===== src/rtl/pipeline_stage_register.sv =====
// rtl/pipeline_stage_register.sv - DEPTH-deep inter-stage register with valid, stall, flush and async reset.
// Optional PIPE_STAGE_STATS_EN adds saturating bubble_count / stall_count outputs.
module pipeline_stage_register #(
  parameter int CTRL_W = 3,
  parameter int DATA_W = 165,
  parameter int DEPTH  = 1
) (
  input  logic              clk,
  input  logic              reset,
  input  logic              stall,
  input  logic              flush,
  input  logic              valid_in,
  input  logic [CTRL_W-1:0] control_in,
  input  logic [DATA_W-1:0] data_in,
  output logic              valid_out,
  output logic [CTRL_W-1:0] control_out,
  output logic [DATA_W-1:0] data_out
`ifdef PIPE_STAGE_STATS_EN
  ,
  output logic [31:0]       bubble_count,
  output logic [31:0]       stall_count
`endif
);

  if (DEPTH < 1 || DEPTH > 4) begin : g_depth_check
    $error("pipeline_stage_register: DEPTH must be in 1..4");
  end

  for (genvar k = 0; k < DEPTH; k++) begin : g_stage
    logic              v_q;
    logic [CTRL_W-1:0] c_q;
    logic [DATA_W-1:0] d_q;
    logic              v_src;
    logic [CTRL_W-1:0] c_src;
    logic [DATA_W-1:0] d_src;

    if (k == 0) begin : g_first
      // Bubbles enter with zeroed control so no write enable can ride along.
      assign v_src = valid_in;
      assign c_src = valid_in ? control_in : '0;
      assign d_src = data_in;
    end else begin : g_next
      assign v_src = g_stage[k-1].v_q;
      assign c_src = g_stage[k-1].c_q;
      assign d_src = g_stage[k-1].d_q;
    end

    always_ff @(posedge clk or posedge reset) begin
      if (reset) begin
        v_q <= 1'b0;
        c_q <= '0;
        d_q <= '0;
      end else if (flush) begin
        v_q <= 1'b0;
        c_q <= '0;
      end else if (!stall) begin
        v_q <= v_src;
        c_q <= c_src;
        d_q <= d_src;
      end
    end
  end

  assign valid_out   = g_stage[DEPTH-1].v_q;
  assign control_out = g_stage[DEPTH-1].c_q;
  assign data_out    = g_stage[DEPTH-1].d_q;

`ifdef PIPE_STAGE_STATS_EN
  always_ff @(posedge clk or posedge reset) begin
    if (reset) begin
      bubble_count <= '0;
      stall_count  <= '0;
    end else begin
      if (stall && stall_count != 32'hFFFF_FFFF)
        stall_count <= stall_count + 32'd1;
      if (!stall && !valid_out && bubble_count != 32'hFFFF_FFFF)
        bubble_count <= bubble_count + 32'd1;
    end
  end
`endif

endmodule


===== config.mk =====
export PLATFORM = sky130hd
export DESIGN_NAME = pipeline_stage_register
export DESIGN_NICKNAME = d
export VERILOG_FILES = /design/src/rtl/pipeline_stage_register.sv
export SDC_FILE = /design/constraint.sdc
export NUM_CORES = 1
export LEC_CHECK = 0
export ABC_AREA = 1
export CAP_MARGIN = 20
export CORE_MARGIN = 2
export CORE_UTILIZATION = 30
export CTS_BUF_LIST = sky130_fd_sc_hd__clkbuf_4 sky130_fd_sc_hd__clkbuf_8
export DETAILED_ROUTE_END_ITERATION = 12
export GPL_ROUTABILITY_DRIVEN = 0
export SLEW_MARGIN = 5
export SYNTH_ARGS = -nofsm -noshare
export SYNTH_HDL_FRONTEND = slang
export SYNTH_SLANG_ARGS = --single-unit

===== constraint.sdc =====
create_clock -name clk -period 17.2 [get_ports clk]
set_input_delay 2.58 -clock clk [delete_from_list [all_inputs] [get_ports clk]]
set_output_delay 2.58 -clock clk [all_outputs]
set_load 0.01 [all_outputs]

# [Word level (Yosys, flattened, before mapping)]
# Cells that the tools add are included.
[totals] register_bits=169 inputBits=173 word_cells=12
[classes] eq_ne=1 mux=5 bitwise_logic=2 reduce_logical=1
[op_table] cell="2-to-1 mux 3 bit" count=3
[op_table] cell="2-to-1 mux 1 bit" count=2
[op_table] cell="inequality test 2 x 1 -> 1 bit (second input constant)" count=1
[op_table] cell="inverter 1 bit" count=2
[op_table] cell="AND reduction 2 bit" count=1

# [Longest topological paths before layout]
# Gate-level depths: netlist of run 1.
[logic_depth] depth_word=3 mapped_depth=6 mapped_depth_nobuf=4

# [Worst setup path before layout of run 1]
# OpenSTA, ideal clock, no wires.
[synth_timing] kind="input to register" start="in flush" end="reg g_stage[0].d_q[0] (netlist: data_out[0])" setup_time_ns=0.065 arrival_time_ns=3.260 t_required_ns=17.135 setup_slack_ns=13.875 stages=6 n_path_buf=3 path_cell_list="buf_4 > nor2_8 > buf_4 > buf_4 > nand2_1 > nand2_1"
[synth_between] elab_chain_len=2
[synth_rtl] item="start, declared" line="11" source="input logic flush,"
[synth_rtl] item="inverter 1 bit (no source line)"
[synth_rtl] item="AND reduction 2 bit (no source line)"
[synth_rtl] item="end signal, assigned" line="59" source="d_q <= d_src;"
[synth_rtl] item="end, declared" line="32" source="logic [DATA_W-1:0] d_q;"
# Every way passes these cells.
# A chain may end at the register's enable or synchronous reset.

# [Worst setup path in the final report of run 1]
[layout_timing] start="in flush" end="reg g_stage[0].d_q[40] (netlist: data_out[40])"
# Same word-level chain as after synthesis.

==> results of run 1 <==
==> worst register-to-register path, stage by stage (launching register included) <==
cell and delay, ns:
dfrtp_1 0.41, o21ai_0 0.08, nand2_1 0.08
==> stage by stage <==
step            util  cells  area (um^2)
6_report       0.485   1338        10600
5_1_grt        0.485   1338        10600
4_1_cts        0.485   1337        10600
3_5_place_dp   0.466   1306        10200
3_3_place_gp   0.466   1306        10200
2_1_floorplan      -    734         6660
==> placed cells by master, fill, tap and decap left out, types with 2 or more instances in the layout <==
cell type and n:
buf_4 7, bufinv_16 3, clkbuf_4 2, clkbuf_8 17
clkdlybuf4s50_1 339, clkinvlp_4 4, dfrtp_1 169, inv_6 4
nand2_1 339, nand3_1 3, o21ai_0 158, o21ai_1 7
==> cells in the mapped netlist <==
master,instances,area (um^2)
o21ai_1,7,35.0
o21ai_0,158,791
nand3_1,3,15.0
clkbuf_1,20,75.1
dfrtp_1,169,4230
nand2_1,339,1270
buf_4,15,113
buf_2,18,90.1
inv_1,2,7.51
nor2_1,1,3.75
nor2_8,1,20.0
buf_1,1,3.75
==> registers in the layout, indices dropped and copies added, names as in the netlist <==
name,count
control_out,3
valid_out,1
data_out,165
==> where the power goes <==
| part | total (uW) | internal [uW] | switching [uW] |
|---|---|---|---|
| Sequential | 469 | 445 | 23.2 |
| Clock | 307 | 149 | 158 |
| Combinational | 242 | 135 | 107 |
| Total | 1020 | 729 | 288 |
==> cells by family (layout without fill, tap and decap cells) <==
family          Yosys count  after routing  synth area share
flops                   169            169             0.635
simple gates            344            344             0.197
other cells               0              1                 0
compound gates          165            165             0.124
buf+inv                  56            379            0.0434
==> final timing paths <==
| kind | startpoint | end | cells after the start |
|---|---|---|---|
| max in group asynchronous | reset | data_out[119] | 3 |
| min in group asynchronous | reset | data_out[10] | 2 |
| max | flush | data_out[40] | 6 |
| min | data_out[79] | data_out[79] | 2 |
| min reg2reg | data_out[79] | data_out[79] | 2 |
| max reg2reg | data_out[114] | data_out[114] | 2 |
==> layer usage <==
layer / global-route usage / share of wire / routed length (um) / vias up
met1: 0.234 / 0.44 / 9540 / 2928
li1: - / - / - / 2953
met4: 0.0666 / 0.026 / 564 / 0
met5: 0 / 0 / 0 / -
met2: 0.297 / 0.47 / 10300 / 212
met3: 0.0564 / 0.064 / 1390 / 30
==> area by class of cell <==
type | instances | area, um^2 | area share
sequential | 169 | 4230 | 0.399
timing repair buffer | 346 | 3450 | 0.325
multi-input combinational | 509 | 2140 | 0.202
tap | 280 | 350 | 0.0331
clock buffer | 19 | 249 | 0.0235
clock inverter | 12 | 166 | 0.0157
inverter | 2 | 12.5 | 0.00118
antenna | 1 | 2.50 | 0.000236
==> metrics, run 1 <==
status=finished clean; cell family with most CP delay=buffers and inverters; Hold-fix buffers, CTS=0; worst vdd ir=0.0000432 V; Setup WS pre-CTS=12.02 ns; Clk Tree Root Cell=clkbuf_8; Iteration-0 DRC Markers=360; Area Growth Syn to Fin=59.2%; Hold Worst Slack=0.486 ns; Setup CP Type=input port to flop; Clk Latency, worst-skew pair=0.44 ns; Max-slew headroom=0.333; FMAX=216 MHz; first-pass GRT wire length=34,300 um; final setup fails=0; Syn Inst Count=734; Syn Area/Cell=9.07 um^2; Buffers on Ports=341; CP max stage cell=buf_4; CP peak stage delay=0.70 ns; Final ANT Viol Nets=0; P_leak=0.00486 uW; nets@finish=1,218; Max Cap Viol=0; post_cts resized=0; clk buf depth=2; power density over cell area=96.0 mW/mm^2; Placement Rows=54; core footprint=0.0218 mm^2; 1st-pass router iterations=5; Final Slew Violations=0; cell mode on critical path=buf_4; CTS tree=built; CP required=17.59 ns; Worst setup SP type=input port; layout cells sized above 1=0.0378; Total Wirelength=21,800 um; via/cell ratio=4.58; initial antenna violation count=1; crit path setup slack, layout=12.56 ns; vias in the first global route=6,098; die height=153 um; clk_skew=0 ns; GRT Total Usage=0.184; Detailed Place HPWL=14,200 um; Final Cycle Share=0.270; WP buf/inv=3; Final Power=1020 uW; crit path DAT=5.03 ns; sequential-to-total area share from yosys stat=0.635; CP cell instances=buf_4 > nor2_8 > buf_4 > buf_4 > nand2_1 > nand2_1; routed len/inst=16.3 um; CTS sink cnt=169; flops & latches, synth=169; pin count of the biggest net entering global routing=104; Hold Path Class=flop to flop; total CTS buffers=17; total negative setup slack=0 ns; gr ovfl total=0; Die Wd=153 um; Worst R2R Setup Slack=16.52 ns; Slew @ Worst Pin=1.00 ns; FILL cells=2,143; Critical Path Sink Type=flop; Die ar.=0.0234 mm^2; Max FO, Critical Path=80; synth warn=0; RSZ-0062 raised after global routing=no; Vias=6,123; IO Pins=342; Mapped Area=0.00666 mm^2; Tmin final=4.64 ns; Final Hold Vio Count=0; Initial Util=0.305; clock transition at the registers of the reported paths=0.10 ns; DRC Markers=0; H-tree levels=4; post-CTS setup buffer count=0; syn nets=907; Distinct cells, synth=12
Note: power is estimated with default switching activity, not from simulation.
==> inputs of run 2 (changes only) <==
clock period = 4.3 ns   (was 17.2 ns; I/O delays follow)
==> metrics, run 2 (synthesis gave the netlist of run 1 again) <==
fin util=0.485 (-0.000631); die height=153 um (unchanged); Detailed Place HPWL=14,300 um (+0.67%); Worst setup SP type=input port; Setup CP Type=input port to flop; Max-slew headroom=0.415 (+0.0815); clock power share=0.275 (-0.027); Area Growth Syn to Fin=59.0%; GRT Total Usage=0.182 (-0.00159); CTS sink cnt=169 (unchanged); post-CTS setup buffer count=0 (unchanged); sequential power share=0.478 (+0.017); Power Internal=2760 uW (+280%); worst vdd ir=0.000193 V (+350%); Vias=6,066 (-0.93%); gr ovfl total=0 (unchanged); Final Slew Violations=0 (unchanged); clock transition at the registers of the reported paths=0.10 ns (about the same); layout cells sized above 1=0.0397 (+0.00182); Final ANT Viol Nets=0 (unchanged); Largest register FFs=165 (unchanged); RSZ-0062 raised after global routing=no; total negative setup slack=0 ns (unchanged); Clk Tree Root Cell=clkbuf_8; CP cell instances=buf_4 > buf_4 > inv_1 > nor2_1 > nand2_1 > nand2_1; Buffers on Ports=341 (unchanged); Critical Path Sink Type=flop; post_cts resized=0 (unchanged); Max Cap Viol=0 (unchanged); clk buf depth=2 (unchanged); via/cell ratio=4.53 (-1.0%); vias in the first global route=5,947 (-2.5%); initial antenna violation count=0 (-1); P_leak=0.00486 uW (about the same); Logic pwr share=0.247 (+0.009); final setup fails=0 (unchanged); Max FO, Critical Path=90 (+13%); clk_skew=0 ns (unchanged); first-pass GRT wire length=33,800 um (-1.4%); Hold-fix buffers, CTS=0 (unchanged); Die ar.=0.0234 mm^2 (unchanged); Total Wirelength=21,500 um (-1.3%); status=finished clean; Placement Rows=54 (unchanged); switching share of power=0.296 (+0.0126); routed len/inst=16.0 um (-1.4%); Iteration-0 DRC Markers=359 (-0.28%); Die Wd=153 um (unchanged); total CTS buffers=17 (unchanged); CP peak stage delay=0.69 ns (about the same); Final Cycle Share=0.506; Tmin final=2.18 ns; Slew @ Worst Pin=0.878 ns (-0.122 ns); FMAX=460 MHz; CP required=4.69 ns (-12.90 ns); CP max stage cell=buf_4; IO Pins=342 (unchanged); DRC Markers=0 (unchanged); pin count of the biggest net entering global routing=138 (+33%); nets@finish=1,220 (+0.16%); commonest cells after routing, fill and taps aside=339 x nand2_1, 339 x clkdlybuf4s50_1, 169 x dfrtp_1; CTS tree=built; Clk Latency, worst-skew pair=0.45 ns (about the same); number of antenna diodes=0 (-1); 1st-pass router iterations=6 (+1); Hold Path Class=flop to flop; Setup WS pre-CTS=1.68 ns (-10.35 ns); power density over cell area=371 mW/mm^2 (+290%); Initial Util=0.305 (unchanged); H-tree levels=4 (unchanged); Sw Pwr=1160 uW (+300%); crit path DAT=2.56 ns (-2.47 ns); crit path setup slack, layout=2.12 ns (-10.44 ns); core footprint=0.0218 mm^2 (unchanged); Final Hold Vio Count=0 (unchanged)
[run 2: changes by cell type in the layout (fill, tap and decap cells not counted)]
| cell | before | now |
|---|---|---|
| buf_12 | 0 | 2 |
| bufinv_16 | 3 | 0 |
| clkbuf_4 | 2 | 1 |
| clkbuf_8 | 17 | 18 |
| clkinv_4 | 1 | 4 |
| clkinvlp_4 | 4 | 3 |
| diode_2 | 1 | 0 |
| inv_6 | 4 | 3 |
| inv_8 | 1 | 3 |
[run 2: layer usage]
| layer | vias to the layer above | routed length [um] | track usage |
|---|---|---|---|
| met5 | - | 0 | 0 |
| met4 | 0 | 497 | 0.0657 |
| met3 | 26 | 1370 | 0.0550 |
| met2 | 219 | 10300 | 0.291 |
| met1 | 2856 | 9290 | 0.235 |
| li1 | 2965 | - | - |
[run 2: cell type report]
class | count | area [um^2]
clock buffers | 19 | 255
clock inverters | 12 | 110
fillers | 2096 | 11200
inverters | 2 | 11.3
multi-input cells | 509 | 2140
flip-flops and latches | 169 | 4230
well taps | 280 | 350
repair buffers | 348 | 3490
[run 2: worst max-delay path, delay by kind of cell]
| kind | cells | cell delay [ns] |
|---|---|---|
| AND/OR/NAND/NOR | 3 | 0.36 |
| buffers and inverters | 3 | 1.40 |
[run 2: power groups by stage]
stage          logic [uW]  clock network (uW)  registers, uW
2_1_floorplan         239                   0           2000
3_3_place_gp          980                   0           1900
3_5_place_dp          986                   0           1910
4_1_cts               987                1120           1880
5_1_grt              1050                1190           1900
6_report              970                1080           1880
[run 2: per-stage QoR]
| step | power [uW] | std cells | hold slack (ns) | instance area [um^2] |
|---|---|---|---|---|
| 3_5_place_dp | 2890 | 1308 | 0.469 | 10200 |
| 6_report | 3930 | 1339 | 0.488 | 10600 |
| 2_1_floorplan | 2240 | 734 | 0.509 | 6660 |
| 4_1_cts | 3980 | 1339 | 0.492 | 10600 |
| 3_3_place_gp | 2880 | 1308 | 0.464 | 10200 |
| 5_1_grt | 4150 | 1339 | 0.523 | 10600 |
[run 2: path summary, 6_finish.rpt]
kind | from | to | slack, ns | cells after the start
hold reg to reg | data_out[80] | data_out[80] | 0.49 | 2
min in group asynchronous | reset | data_out[51] | 0.69 | 3
hold / removal | data_out[80] | data_out[80] | 0.49 | 2
setup reg to reg | data_out[127] | data_out[127] | 3.62 | 2
setup / recovery | stall | control_out[2] | 2.12 | 6
max in group asynchronous | reset | data_out[105] | 2.92 | 3
